## config.mk

```make
export PLATFORM = sky130hd
export DESIGN_NAME = pipe_ctrl
export DESIGN_NICKNAME = d
export VERILOG_FILES = /design/src/rtl/pipe_ctrl.sv
export SDC_FILE = /design/constraint.sdc
export NUM_CORES = 1
export LEC_CHECK = 0
export ABC_CLOCK_PERIOD_IN_PS = 5650
export CORE_MARGIN = 2
export CORE_UTILIZATION = 50
export DETAILED_ROUTE_END_ITERATION = 10
export MAX_ROUTING_LAYER = met4
export PLACE_DENSITY = 0.83
export SYNTH_ARGS = -nofsm -noshare
export SYNTH_HDL_FRONTEND = slang
export SYNTH_SLANG_ARGS = --single-unit
```

## constraint.sdc

```tcl
create_clock -name clk -period 5.65 [get_ports clk]
set_input_delay 1.13 -clock clk [delete_from_list [all_inputs] [get_ports clk]]
set_output_delay 1.13 -clock clk [all_outputs]
set_load 0.01 [all_outputs]
```

## src/rtl/pipe_ctrl.sv

```systemverilog
// Pipeline hazard controller: turns stall/flush requests into PC and pipeline-register
// enables with zero latency, and tracks stall/flush performance counters.
module pipe_ctrl #(
    parameter int unsigned FLUSH_LEN = 2,
    parameter int unsigned STALL_MAX = 255,
    parameter int unsigned CNT_W     = 32
) (
    input  logic             clk,
    input  logic             rst,
    input  logic             load_stall,
    input  logic             flush,
    output logic             pc_we,
    output logic             ifid_we,
    output logic             ifid_flush,
    output logic             idex_bubble,
    output logic [1:0]       ctrl_state,
    output logic             stall_timeout,
    output logic [CNT_W-1:0] stall_cycles,
    output logic [CNT_W-1:0] flush_events
);

    typedef enum logic [1:0] {
        RUN   = 2'd0,
        STALL = 2'd1,
        FLUSH = 2'd2
    } state_t;

    localparam logic [3:0]       FLUSH_LOAD  = 4'(FLUSH_LEN - 1);
    localparam logic [8:0]       STALL_LIMIT = 9'(STALL_MAX);
    localparam logic [CNT_W-1:0] CNT_ONE     = {{(CNT_W-1){1'b0}}, 1'b1};
    localparam logic [CNT_W-1:0] CNT_MAX     = {CNT_W{1'b1}};

    state_t            state_r;
    state_t            state_next_s;
    logic [3:0]        fcnt_r;
    logic [3:0]        fcnt_next_s;
    logic [7:0]        scnt_r;
    logic [7:0]        scnt_next_s;
    logic              timeout_r;
    logic [CNT_W-1:0]  stall_cycles_r;
    logic [CNT_W-1:0]  flush_events_r;
    logic              stall_apply_s;
    logic              flush_apply_s;
    logic              timeout_set_s;

    // Next-state, counter updates and the zero-latency control outputs
    always_comb begin
        pc_we         = 1'b1;
        ifid_we       = 1'b1;
        ifid_flush    = 1'b0;
        idex_bubble   = 1'b0;
        state_next_s  = RUN;
        fcnt_next_s   = 4'd0;
        scnt_next_s   = 8'd0;
        stall_apply_s = 1'b0;
        flush_apply_s = 1'b0;
        if (rst) begin
            state_next_s = RUN;
        end else if (flush) begin
            ifid_flush    = 1'b1;
            idex_bubble   = 1'b1;
            state_next_s  = FLUSH;
            fcnt_next_s   = FLUSH_LOAD;
            flush_apply_s = 1'b1;
        end else if (load_stall) begin
            // A stall also drops any remaining flush-hold cycles
            pc_we         = 1'b0;
            ifid_we       = 1'b0;
            idex_bubble   = 1'b1;
            state_next_s  = STALL;
            scnt_next_s   = (scnt_r == 8'hFF) ? scnt_r : (scnt_r + 8'd1);
            stall_apply_s = 1'b1;
        end else if ((state_r == FLUSH) && (fcnt_r != 4'd0)) begin
            ifid_flush   = 1'b1;
            idex_bubble  = 1'b1;
            state_next_s = FLUSH;
            fcnt_next_s  = fcnt_r - 4'd1;
        end else begin
            state_next_s = RUN;
        end
    end

    // Timeout fires on the stall cycle that brings the consecutive count up to the limit
    assign timeout_set_s = stall_apply_s && (({1'b0, scnt_r} + 9'd1) >= STALL_LIMIT);

    // State, hold counters, sticky timeout and saturating performance counters
    always_ff @(posedge clk or posedge rst) begin
        if (rst) begin
            state_r        <= RUN;
            fcnt_r         <= 4'd0;
            scnt_r         <= 8'd0;
            timeout_r      <= 1'b0;
            stall_cycles_r <= {CNT_W{1'b0}};
            flush_events_r <= {CNT_W{1'b0}};
        end else begin
            state_r <= state_next_s;
            fcnt_r  <= fcnt_next_s;
            scnt_r  <= scnt_next_s;
            if (timeout_set_s) begin
                timeout_r <= 1'b1;
            end else begin
                timeout_r <= timeout_r;
            end
            if (stall_apply_s && (stall_cycles_r != CNT_MAX)) begin
                stall_cycles_r <= stall_cycles_r + CNT_ONE;
            end else begin
                stall_cycles_r <= stall_cycles_r;
            end
            if (flush_apply_s && (flush_events_r != CNT_MAX)) begin
                flush_events_r <= flush_events_r + CNT_ONE;
            end else begin
                flush_events_r <= flush_events_r;
            end
        end
    end

    assign ctrl_state    = state_r;
    assign stall_timeout = timeout_r;
    assign stall_cycles  = stall_cycles_r;
    assign flush_events  = flush_events_r;

endmodule

```

==> flow_summary.json, run 1 <==
{
  "p_leak_nw": 2.161,
  "htreeDepth": 3,
  "slew_headroom_pct": 40.13,
  "grt_pass1_vias": 3067,
  "postCtsHoldBufs": 0,
  "hpwl_mm": 6.019,
  "synth_edf_count": 0,
  "fillCellCount": 613,
  "yosysTopAreaCell": "dfrtp_1",
  "numCtsBuffers": 9,
  "syn_avg_cell_area_sq_um": 10.20,
  "start_util_pct": 50.82,
  "synth_top_area_share_pct": 50.87,
  "slew_violations": 0,
  "yosys_warnings": 0,
  "die-area_sq_um": 8493,
  "worstSetupPathType": "primary input to primary output",
  "fp.dieW_microns": 92.16,
  "drc": 0,
  "vias_per_cell": 5.587,
  "antenna_cells": 0,
  "drive_gt1_share_pct": 5.411,
  "synth_seq_cells": 79,
  "synthCells": 381,
  "slowest_stage": "clkdlybuf4s50_1",
  "hold_violations": 0,
  "fmax_mhz": 254.0,
  "antenna_found_initial": 0,
  "nNetsFinal": 468,
  "cts-resized-gates": 0,
  "startpoint_type": "primary input",
  "syn_nets": 391,
  "worst-path-max-fanout": 11,
  "clock_skew_ns": 0.009131,
  "first_iter_violations": 183,
  "drtPass1Iterations": 4,
  "slowest_delay_ns": 0.63,
  "cp-end-kind": "primary output",
  "place.gp.congestion": 0.9090,
  "r2r_cells": 6,
  "routedWlPerCell_microns": 15.23,
  "clock-sinks": 79,
  "path_common_cell": "clkdlybuf4s50_1",
  "postCtsSetupBuffers": 0,
  "critical_path.cell_chain": "clkdlybuf4s50_1 > nor2_1 > nand2_1 > clkdlybuf4s50_1",
  "yosysUniqueCellTypes": 39,
  "overflow": 0,
  "synth_common_cells": "dfrtp_1, xnor2_1, nand2_1",
  "setup_tns_ns": 0,
  "hold_class": "flip-flop to flip-flop",
  "finalCriticalPeriod_ns": 3.938,
  "area_growth_pct": 27.66,
  "vias": 3151,
  "routed_wirelength_mm": 8.591,
  "io_buffer_count": 74,
  "rsz0062_at_grt": "false",
  "synth-seq-area-share_pct": 50.87,
  "seqCellArea_sq_um": 1977,
  "worstMarginPinSlew_ns": 0.8948,
  "ys_top_cells_by_area": "dfrtp_1, xnor2_1, xor2_1",
  "clockBufferDepth": 2,
  "ant_nets": 0,
  "finalCritPeriodShare_pct": 69.69,
  "die_h_microns": 92.16,
  "maxCapViolCount": 0,
  "grt_max_degree": 42,
  "final_area_sq_um": 4961,
  "dp_slack_ns": 1.719,
  "synth-main-ff-cell": "dfrtp_1",
  "tritoncts": "yes",
  "async_flop_share_pct": 100.0,
  "insertion_delay_ns": 0.35,
  "synth.most_common_cell": "dfrtp_1",
  "ir_drop_mv": 0.2315,
  "postPlaceCellArea_sq_um": 4716,
  "cts_root_buf": "clkbuf_8",
  "pin_count": 75,
  "grt_pass1_wl_mm": 14.42,
  "coreArea_sq_um": 7647,
  "hold_depth": 2,
  "grt_usage_pct": 21.84,
  "syn_area_sq_um": 3886,
  "critical_path_arrival_ns": 2.81,
  "rows": 32,
  "finalWorstSetupSlack_ns": 1.713,
  "clkTransAtPathRegs_ns": 0.07,
  "required_ns": 4.52,
  "p_per_area_nw_per_um2": 274.8,
  "finalSetupViolations": 0,
  "multi_input_area_sq_um": 1814,
  "status": "complete, no violations"
}
==> per-layer routing <==
layer / share of wire [%] / GRT usage, %
met5: 0 / -
met4: 1.9 / 8.582
met3: 3.7 / 4.519
met2: 47 / 33.21
met1: 47 / 28.97
==> cells in the final DEF (no fill, tap or decap), types with 2 or more instances in the layout <==
cell             Yosys  routed
a21oi_1              8       8
a31oi_1              4       4
and3_1               6       6
and4_1              10      10
and4b_1              2       2
bufinv_16            0       3
clkbuf_8             0      11
clkdlybuf4s50_1      0      74
dfrtp_1             79      79
ha_1                 6       6
inv_1               13      12
nand2_1             34      34
nand3_1             28      28
nand4_1             28      28
nor2_1              32      32
nor3_1              24      24
nor3_2               3       3
nor3b_1              2       2
nor4_1               3       3
o21ai_0              4       4
o31a_1               2       2
or4_4                2       2
xnor2_1             36      36
xor2_1              32      32
==> kinds of logic (layout without fill, tap and decap cells) <==
group / Yosys count / in the layout / share of synthesized area [%]
and+or+nand+nor: 179 / 179 / 24.37
DFF: 79 / 79 / 50.87
muxes: 1 / 1 / 0.2897
buffers and inverters: 22 / 103 / 2.447
AOI/OAI and AO/OA: 26 / 26 / 4.765
adders and majority gates: 6 / 6 / 1.932
xor gates and xnor gates: 68 / 68 / 15.33
==> critical path, delay by kind of cell <==
| kind | cells | cell delay, ns |
|---|---|---|
| buf+inv | 2 | 1.21 |
| simple gates | 2 | 0.45 |
==> registers in the layout (all words and copies together) (netlist names) <==
| signal | count |
|---|---|
| flush_events | 32 |
| stall_cycles | 32 |
| scnt_r | 8 |
| fcnt_r | 4 |
| ctrl_state | 2 |
| stall_timeout | 1 |
==> cell type report <==
cell class | instances | area share (%)
Multi-Input combinational cell | 280 | 36.57
Inverter | 13 | 0.9836
Tap cell | 102 | 2.573
Clock buffer | 12 | 3.127
Timing Repair Buffer | 75 | 15.08
Sequential cell | 79 | 39.85
Clock inverter | 3 | 1.816
==> through the flow <==
step                instances  power [W]  util, %  hold WS (ns)
finish                    564   0.001363    64.87        0.4843
CTS                       564   0.001372    64.87        0.4961
detailed placement        549  0.0008583    61.67        0.4789
global placement          549  0.0008533    61.67        0.4661
global route              564   0.001425    64.87        0.5054
floorplan                 381  0.0007530        -        0.5063
==> path summary, 6_finish.rpt <==
kind                            startpoint               end  slack, ns
setup / recovery                       rst           ifid_we       1.71
hold reg to reg              stall_timeout     stall_timeout       0.48
hold / removal               stall_timeout     stall_timeout       0.48
min in group asynchronous              rst         fcnt_r[3]       1.40
max in group asynchronous              rst  flush_events[21]       3.25
setup reg to reg           stall_cycles[0]  stall_cycles[25]       3.18
==> report_power, final <==
group	total (W)	switching, W	internal, W
Clock	0.000516	0.000201	0.000316
Sequential	0.000659	0.0000564	0.000603
Combinational	0.000188	0.0000855	0.000102
Total	0.00136	0.000343	0.00102
Power figures use the tool's default switching activity.
==> run 2, diff against run 1 <==
--- a/config.mk
+++ b/config.mk
@@ -5,7 +5,7 @@
 export SDC_FILE = /design/constraint.sdc
 export NUM_CORES = 1
 export LEC_CHECK = 0
-export ABC_CLOCK_PERIOD_IN_PS = 5650
+export ABC_CLOCK_PERIOD_IN_PS = 3700
 export CORE_MARGIN = 2
 export CORE_UTILIZATION = 50
 export DETAILED_ROUTE_END_ITERATION = 10
==> constraint.sdc (replaced) <==
create_clock -name clk -period 3.7 [get_ports clk]
set_input_delay 0.74 -clock clk [delete_from_list [all_inputs] [get_ports clk]]
set_output_delay 0.74 -clock clk [all_outputs]
set_load 0.01 [all_outputs]
==> run 2 against run 1 <==
Compared with the run above: combinational power up 55%; die area unchanged; worst hold slack better by 0.0032 ns; flip-flop and latch count is the same; final area shrank 0.93%; non-clock buffer count grew 2; highest routed layer unchanged; global-route usage fell by 0.19 points; core utilization decreased by 0.61 points; first-iteration DRC count rose by 6.6%; via count down 0.54%; sequential share of layout area rose by 0.38 points.
==> flow_summary.json, run 2 (synthesis results as in run 1) <==
{
  "worst-path-max-fanout": 3,
  "rsz0062_at_grt": "false",
  "vias_per_cell": 5.537,
  "maxCapViolCount": 0,
  "clkTransAtPathRegs_ns": 0.08,
  "hold_class": "flip-flop to flip-flop",
  "tritoncts": "yes",
  "fillCellCount": 632,
  "die-area_sq_um": 8493,
  "worstSetupPathType": "flip-flop to primary output",
  "p_per_area_nw_per_um2": 380.4,
  "cp-end-kind": "primary output",
  "finalWorstSetupSlack_ns": 0.7676,
  "required_ns": 2.96,
  "fp.dieW_microns": 92.16,
  "routedWlPerCell_microns": 15.10,
  "final_common_cell": "dfrtp_1",
  "first_iter_violations": 195,
  "worstMarginPinSlew_ns": 0.8395,
  "coreArea_sq_um": 7647,
  "hpwl_mm": 6.025,
  "cp_num_buf_inv": 3,
  "antenna_cells": 0,
  "rows": 32,
  "finalSetupViolations": 0,
  "routed_wirelength_mm": 8.544,
  "setup_tns_ns": 0,
  "critical_path.cell_chain": "inv_1 > ha_1 > inv_1 > o311ai_0 > nor2_1 > nor2_1 > nor2_1 > clkdlybuf4s50_1",
  "dp_slack_ns": 0.7900,
  "slowest_delay_ns": 0.48,
  "path_common_cell": "nor2_1",
  "ant_nets": 0,
  "place.gp.congestion": 0.9106,
  "pin_count": 75,
  "start_util_pct": 50.82,
  "drc": 0,
  "io_buffer_count": 74,
  "grt_pass1_wl_mm": 14.44,
  "drtPass1Iterations": 4,
  "antenna_found_initial": 0,
  "hold_ws_ns": 0.4875,
  "startpoint_type": "flip-flop",
  "clock-sinks": 79,
  "postCtsSetupBuffers": 0,
  "cts_root_buf": "clkbuf_8",
  "slew_headroom_pct": 43.82,
  "finalCriticalPeriod_ns": 2.932,
  "postCtsHoldBufs": 0,
  "area_growth_pct": 26.46,
  "nNetsFinal": 470,
  "grt_max_degree": 47,
  "crit_family": "buffers and inverters",
  "clock_skew_ns": 0.01193,
  "drive_gt1_share_pct": 6.034,
  "numCtsBuffers": 9,
  "clockBufferDepth": 2,
  "slew_violations": 0,
  "die_h_microns": 92.16,
  "finalCritPeriodShare_pct": 79.25,
  "grt_pass1_vias": 3058,
  "htreeDepth": 3,
  "ir_drop_mv": 0.4135,
  "overflow": 0,
  "fmax_mhz": 341.0,
  "slowest_stage": "clkdlybuf4s50_1",
  "hold_violations": 0,
  "status": "complete, no violations",
  "critical_path_arrival_ns": 2.19,
  "final_cell_mix": "dfrtp_1, clkdlybuf4s50_1, xnor2_1",
  "grt_usage_pct": 21.64,
  "cts-resized-gates": 0,
  "insertion_delay_ns": 0.34,
  "vias": 3134,
  "p_leak_nw": 2.137
}
run 2: cell types whose count changed in the layout (fill, tap and decap cells not counted):
cell	before	now
clkinv_2	0	2
bufinv_16	3	0
clkinvlp_4	0	2
buf_4	1	2
clkbuf_8	11	10
buf_12	0	1
clkbuf_1	1	0
inv_6	0	1
run 2: path summary, 6_finish.rpt:
path	cells after the start	endpoint	startpoint	slack [ns]
worst max-delay path	8	ifid_flush	fcnt_r[0]	0.77
worst min-delay path	1	stall_cycles[29]	stall_cycles[29]	0.49
worst max register to register	6	stall_cycles[7]	stall_cycles[0]	1.23
worst min register to register	1	stall_cycles[29]	stall_cycles[29]	0.49
max in group asynchronous	3	fcnt_r[0]	rst	2.02
min in group asynchronous	2	flush_events[30]	rst	0.99
run 2: final cells by class:
| type | count | area, sq um | area share, % |
|---|---|---|---|
| sequential | 79 | 1977 | 40.22 |
| inverter | 13 | 48.80 | 0.9929 |
| clock buffer | 10 | 137.6 | 2.800 |
| tap | 102 | 127.6 | 2.597 |
| clock inverter | 5 | 33.78 | 0.6874 |
| multi-input combinational | 280 | 1814 | 36.91 |
| timing repair buffer | 77 | 775.7 | 15.78 |
run 2: where the power goes:
part / switching, W / internal, W / leakage [nW]
logic: 0.000133 / 0.000159 / 0.984
registers: 0.0000866 / 0.000920 / 1.07
clock network: 0.000312 / 0.000258 / 0.0845
total: 0.000532 / 0.00134 / 2.14
run 2: through the flow:
step           util (%)  total power (W)  std cells  area, sq um
2_1_floorplan         -         0.001150        381         3886
3_3_place_gp      62.03         0.001306        551         4743
3_5_place_dp      62.03         0.001315        551         4743
4_1_cts           64.27         0.001882        566         4915
5_1_grt           64.27         0.001969        566         4915
6_report          64.27         0.001870        566         4915
run 2: per-layer routing:
| layer | wire length [microns] | GRT usage (%) |
|---|---|---|
| met1 | 3916 | 30.09 |
| met2 | 4135 | 32.60 |
| met3 | 426 | 4.437 |
| met4 | 65 | 6.095 |
| met5 | 0 | - |
run 2: worst reg2reg max path: cells and delay by family (launching register included):
kind / cells / cell delay (ns)
adder cells (fa/ha/maj): 1 / 0.27
AND/OR/NAND/NOR: 3 / 0.74
XOR/XNOR: 1 / 0.18
AO/OA/AOI/OAI: 1 / 0.73
flip-flops: 1 / 0.43
